### config.mk
export PLATFORM = sky130hd
export DESIGN_NAME = duc_dds_sequencer
export DESIGN_NICKNAME = d
export VERILOG_FILES = /design/src/rtl/duc_dds_sequencer.sv
export SDC_FILE = /design/constraint.sdc
export NUM_CORES = 1
export LEC_CHECK = 0
export BUFFER_PORTS_ARGS = -buffer_cell sky130_fd_sc_hd__buf_4
export CORE_MARGIN = 5
export CORE_UTILIZATION = 40
export DETAILED_ROUTE_END_ITERATION = 8
export PLACE_DENSITY = 0.75
export SYNTH_ARGS = -nofsm -noshare
export SYNTH_HDL_FRONTEND = slang
export SYNTH_SLANG_ARGS = --single-unit
### constraint.sdc
create_clock -name i_clock -period 7.5 [get_ports i_clock]
set_input_delay 1.125 -clock i_clock [delete_from_list [all_inputs] [get_ports i_clock]]
set_output_delay 1.125 -clock i_clock [all_outputs]
set_load 0.05 [all_outputs]
### src/rtl/duc_dds_sequencer.sv
`default_nettype none
// ============================================================================
// Module   : duc_dds_sequencer
// Brief    : Sequences a DDS (reset, pipeline prime, run) and streams its
//            sine/cosine samples downstream as counted or continuous bursts.
//            Optional phase-period marker: DUC_DDS_SEQ_PERIOD_MARK_EN.
// Revision : 1.0  initial release
// ============================================================================
module duc_dds_sequencer #(
    parameter int WIDTH        = 36,
    parameter int LUT_PERIOD   = 500,
    parameter int PRIME_CYCLES = 4
) (
    input  logic             i_clock,
    input  logic             i_reset,
    input  logic             i_start,
    input  logic             i_stop,
    input  logic [15:0]      i_burst_len,
    output logic             o_dds_reset,
    output logic             o_dds_ready,
    input  logic [WIDTH-1:0] i_dds_cosine,
    input  logic [WIDTH-1:0] i_dds_sine,
    output logic [WIDTH-1:0] o_cosine_data,
    output logic [WIDTH-1:0] o_sine_data,
    output logic             o_valid,
    input  logic             i_ready,
    output logic             o_period_start,
    output logic             o_busy,
    output logic             o_done
);

    localparam int PRIME_W = (PRIME_CYCLES > 1) ? $clog2(PRIME_CYCLES) : 1;
    localparam logic [PRIME_W-1:0] PRIME_LAST = PRIME_W'(PRIME_CYCLES - 1);

    typedef enum logic [1:0] {
        IDLE  = 2'd0,
        SYNC  = 2'd1,
        PRIME = 2'd2,
        RUN   = 2'd3
    } state_t;

    state_t               state;
    logic [15:0]          burst_len;
    logic [15:0]          xfer_count;
    logic [PRIME_W-1:0]   prime_count;
    logic                 valid_q;
    logic                 busy_q;
    logic                 done_q;
    logic                 dds_reset_q;
    logic                 transfer;
    logic                 last_xfer;
    logic                 prime_exit;

    // valid_q is high exactly while in RUN, so a transfer implies RUN
    assign transfer   = valid_q & i_ready;
    assign last_xfer  = (burst_len != 16'd0) && (xfer_count == burst_len - 16'd1);
    assign prime_exit = (state == PRIME) && (prime_count == PRIME_LAST) && !i_stop;

    always_ff @(posedge i_clock) begin
        if (i_reset) begin
            state       <= IDLE;
            burst_len   <= 16'd0;
            xfer_count  <= 16'd0;
            prime_count <= '0;
            valid_q     <= 1'b0;
            busy_q      <= 1'b0;
            done_q      <= 1'b0;
            dds_reset_q <= 1'b1;
        end else begin
            done_q      <= 1'b0;
            dds_reset_q <= 1'b0;
            case (state)
                IDLE: begin
                    if (i_start && !i_stop) begin
                        state       <= SYNC;
                        burst_len   <= i_burst_len;
                        xfer_count  <= 16'd0;
                        busy_q      <= 1'b1;
                        dds_reset_q <= 1'b1;
                    end
                end
                SYNC: begin
                    if (i_stop) begin
                        state  <= IDLE;
                        busy_q <= 1'b0;
                        done_q <= 1'b1;
                    end else begin
                        state       <= PRIME;
                        prime_count <= '0;
                    end
                end
                PRIME: begin
                    if (i_stop) begin
                        state  <= IDLE;
                        busy_q <= 1'b0;
                        done_q <= 1'b1;
                    end else if (prime_count == PRIME_LAST) begin
                        state   <= RUN;
                        valid_q <= 1'b1;
                    end else begin
                        prime_count <= prime_count + PRIME_W'(1);
                    end
                end
                RUN: begin
                    // in continuous mode the counter simply wraps; it never ends the run
                    if (transfer) begin
                        xfer_count <= xfer_count + 16'd1;
                    end
                    if (i_stop || (transfer && last_xfer)) begin
                        state   <= IDLE;
                        valid_q <= 1'b0;
                        busy_q  <= 1'b0;
                        done_q  <= 1'b1;
                    end
                end
                default: begin
                    state   <= IDLE;
                    valid_q <= 1'b0;
                    busy_q  <= 1'b0;
                end
            endcase
        end
    end

    // DDS advances throughout PRIME and only on accepted samples in RUN
    assign o_dds_ready   = (state == PRIME) | transfer;
    assign o_dds_reset   = dds_reset_q;
    assign o_valid       = valid_q;
    assign o_busy        = busy_q;
    assign o_done        = done_q;
    assign o_cosine_data = i_dds_cosine;
    assign o_sine_data   = i_dds_sine;

`ifdef DUC_DDS_SEQ_PERIOD_MARK_EN
    localparam int PHASE_W = (LUT_PERIOD > 1) ? $clog2(LUT_PERIOD) : 1;
    localparam logic [PHASE_W-1:0] PHASE_LAST = PHASE_W'(LUT_PERIOD - 1);

    logic [PHASE_W-1:0] phase;

    always_ff @(posedge i_clock) begin
        if (i_reset) begin
            phase <= '0;
        end else if (prime_exit) begin
            phase <= '0;
        end else if (transfer) begin
            phase <= (phase == PHASE_LAST) ? '0 : phase + PHASE_W'(1);
        end
    end

    assign o_period_start = valid_q & (phase == '0);
`else
    assign o_period_start = 1'b0;
`endif

endmodule
`default_nettype wire
==> impl_results.rst <==
.. list-table::
   :header-rows: 1

   * - Metric
     - Value
   * - Clock period minus final worst setup slack
     - between 2 and 3 ns
   * - Final Routed Wirelength
     - 5.07 mm
   * - Maximum number of pins on one net before global-route repair
     - 27
   * - DIE AREA
     - around 0.0087 sq mm
   * - Count of input and output buffers
     - 25
   * - Number of vias in the routed layout
     - roughly 2000
   * - Post-synth EDFFs
     - 0
   * - Total iterations of the first detailed-routing run
     - 4
   * - I/O pin count
     - ~170
   * - Hold crit path type
     - reg2reg
   * - Post-layout total power
     - 0.000527 W
   * - Slew at the pin closest to its max-slew limit
     - 0.656 ns
   * - Die X
     - 93.4 um
   * - Mapped Avg Cell Area
     - 8.16 sq um
   * - Type of origin of the critical path
     - flip-flop
   * - Post-placement worst setup slack
     - 4.50 ns
   * - Power density cells
     - approximately 200 mW/mm^2
   * - Worst setup slack after layout
     - between 4 and 5 ns
   * - Antenna diode count
     - 0
   * - CP Capture Type
     - flip-flop
   * - Buffer cell driving the clock tree root
     - sky130_fd_sc_hd__clkbuf_8
   * - Post-route DRC
     - 0
   * - Final setup vio count
     - 0
   * - Worst voltage drop across the vdd grid
     - about 120 uV
   * - Half-perimeter wire length of the detailed placement result
     - 3.86 mm
   * - Average wire length per cell after detail routing
     - ~13 um
   * - CTS tree
     - done
   * - Signal arrival time at the worst endpoint
     - around 3.1 ns
   * - Area of the mapped netlist
     - roughly 0.0028 sq mm
   * - Via-per-instance ratio
     - about 5.1
   * - Commonest register cell after synthesis
     - sky130_fd_sc_hd__dfxtp_1
   * - Number of rows in the core area
     - 30
   * - Highest attainable clock frequency
     - roughly 350 MHz
   * - Portion of the post-synthesis area used by sequential elements
     - 0.288
   * - Count of cells resized by post-cts repair
     - 0
   * - Final non-filler cell total
     - just under 400
   * - Via count of the first global-routing pass
     - roughly 1900
   * - Die Height
     - between 90 and 100 um
   * - Starting Density
     - 0.409
   * - Share of flip-flops with an asynchronous set or reset
     - 0
   * - FF-to-FF setup slack
     - approximately 4.6 ns
   * - Count of hold-fix buffers inserted at cts
     - 0
   * - Area grow syn2layout
     - -4.90%
   * - Routed Antenna Nets
     - 0
   * - GRT Total Usage
     - 0.117
   * - Number of nets in the layout
     - slightly below 400
   * - Unrepaired setup endpoints after global routing
     - no
   * - Outcome
     - complete, no violations
   * - Fraction of layout cells with a size suffix above 1
     - 0.153
   * - Clock transition time at the flip-flop clock pins of the worst setup and hold paths
     - 0.08 ns
   * - Number of nets produced by synthesis
     - 443
   * - Final worst clock skew
     - roughly 0.0041 ns
   * - Buffer depth of the longest clock path
     - 2
   * - Post-Syn Instances
     - 341
   * - Clock H-tree levels
     - 2
   * - Worst slew margin relative to its limit
     - 0.561
   * - Placer congestion estimate
     - between 0.9 and 1
   * - Max-cap check violation count
     - 0
   * - Setup bufs post-CTS
     - 0
   * - Number of clock sinks
     - 40
   * - Setup TNS
     - 0 ns
   * - Global-route wire length before repair
     - 8.51 mm
   * - Slowest-stage cell, CP
     - sky130_fd_sc_hd__or3b_4
   * - Max Fanout on Critical Path
     - 5
   * - Slowest Stage Delay on Critical Path
     - 0.43 ns
   * - CP cell instances
     - inv_1 -> ha_1 -> or3b_4 -> or3_4 -> xor2_1 -> a221oi_2 -> a31oi_1 -> o311ai_4 -> nand2_2 -> a32o_2
   * - Total gr overflow
     - 0
   * - Total clock buffers created by CTS
     - 5
   * - Final critical-path share of the clock period
     - 0.386
   * - Leakage Power
     - approximately 1.0 nW
   * - Max Transition Viols Final
     - 0
   * - Core box area
     - slightly below 0.007 sq mm
   * - Critical setup path kind
     - reg2reg
   * - Number of warning messages in the yosys log
     - 0
   * - Count of distinct cell types in the synthesized netlist
     - 48
   * - Worst path required time
     - roughly 7.7 ns
   * - Cell Count Post-Placement
     - between 300 and 400
   * - Final-report hold violation count
     - 0
   * - Iteration-0 DRC count of the detailed router
     - 84
   * - Initial antenna violation count
     - 0
   * - Number of synthesized register bits
     - 40
   * - Clock latency at the later pin of the worst-skew pair
     - 0.29 ns
[cells in the mapped netlist, types with 2 or more instances]
library cell | count | area [sq um]
sky130_fd_sc_hd__nor2_1 | 25 | 93.8
sky130_fd_sc_hd__xnor2_1 | 18 | 158
sky130_fd_sc_hd__nor3_1 | 7 | 35.0
sky130_fd_sc_hd__o21ai_0 | 4 | 20.0
sky130_fd_sc_hd__a221oi_2 | 2 | 30.0
sky130_fd_sc_hd__nand4_1 | 4 | 25.0
sky130_fd_sc_hd__ha_1 | 9 | 113
sky130_fd_sc_hd__mux2i_1 | 2 | 20.0
sky130_fd_sc_hd__or3_1 | 3 | 18.8
sky130_fd_sc_hd__a31oi_1 | 4 | 25.0
sky130_fd_sc_hd__a22oi_1 | 6 | 45.0
sky130_fd_sc_hd__nand2_1 | 41 | 154
sky130_fd_sc_hd__inv_1 | 6 | 22.5
sky130_fd_sc_hd__nand3_1 | 11 | 55.1
sky130_fd_sc_hd__or4_1 | 2 | 15.0
sky130_fd_sc_hd__and4_1 | 3 | 26.3
sky130_fd_sc_hd__dfxtp_1 | 40 | 801
sky130_fd_sc_hd__a21oi_1 | 22 | 110
sky130_fd_sc_hd__nor4_1 | 2 | 12.5
sky130_fd_sc_hd__o31ai_1 | 2 | 15.0
sky130_fd_sc_hd__a211oi_1 | 2 | 15.0
sky130_fd_sc_hd__and3_1 | 4 | 25.0
sky130_fd_sc_hd__xor2_1 | 18 | 158
sky130_fd_sc_hd__clkbuf_1 | 8 | 30.0
sky130_fd_sc_hd__buf_4 | 73 | 548
[kinds of logic after synthesis]
family,share of synthesized area
mux,0.0112
compound gates,0.132
fa+ha+maj,0.0405
xor+xnor,0.113
buf+inv,0.217
other cells,0.00135
flops,0.288
simple gates,0.196
[area by class of cell]
type / instances / area [sq um]
clock buffers: 7 / 96.3
well taps: 96 / 120
fillers: 694 / 4150
multi-input cells: 213 / 1380
repair buffers: 26 / 195
inverters: 7 / 26.3
flip-flops and latches: 40 / 801
clock inverters: 1 / 30.0
[per-layer routing]
metal	wire (um)	track usage	share of wire
met2	2400	0.193	0.47
met3	360	0.0249	0.071
met1	2190	0.144	0.43
met5	0	0	0
met4	120	0.0562	0.024
[flip-flops by register name, indices dropped and copies added, names as in the netlist]
signal       count
burst_len       16
o_busy           1
o_dds_reset      1
o_done           1
o_valid          1
prime_count      2
state            2
xfer_count      16
[metrics by stage]
| step | area (sq um) | hold WS [ns] | utilization |
|---|---|---|---|
| final | 2650 | 0.481 | 0.389 |
| after global placement | 2520 | 0.468 | 0.371 |
| after floorplan | 2780 | 0.456 | - |
| after CTS | 2650 | 0.484 | 0.389 |
| after detailed placement | 2520 | 0.473 | 0.371 |
| after global routing | 2650 | 0.510 | 0.389 |
[cells in the final DEF (no fill, tap or decap), drive strengths merged, types with 2 or more instances in the layout]
cell    instances
nand2          42
dfxtp          40
buf            26
nor2           25
a21oi          22
xor2           18
xnor2          18
nand3          11
ha              9
nor3            7
clkbuf          7
inv             6
a22oi           6
and3            4
o21ai           4
nand4           4
a31oi           4
or3             4
and4            3
or4             3
mux2i           2
a221oi          2
nor4            2
a211oi          2
o31ai           2
a32o            2
a21boi          2
[worst paths after layout]
kind / from / endpoint / cells past startpoint
setup / recovery: burst_len[0] / state[1] / 10
hold / removal: burst_len[6] / burst_len[6] / 2
setup reg to reg: burst_len[0] / state[1] / 10
hold reg to reg: burst_len[6] / burst_len[6] / 2
[report_power, final]
part           switching [W]  leakage [nW]  internal (W)
Sequential        0.00000731         0.325      0.000219
Clock              0.0000748        0.0645      0.000117
Combinational      0.0000603         0.625     0.0000479
[critical path, delay by kind of cell, from the launching register on]
kind	cells	cell delay, ns
xor gates and xnor gates	1	0.16
DFF	1	0.37
buffers and inverters	1	0.10
adders and majority gates	1	0.20
AOI/OAI and AO/OA	4	1.01
and+or+nand+nor	3	0.95
No activity file was read; power rests on OpenSTA's default activity.
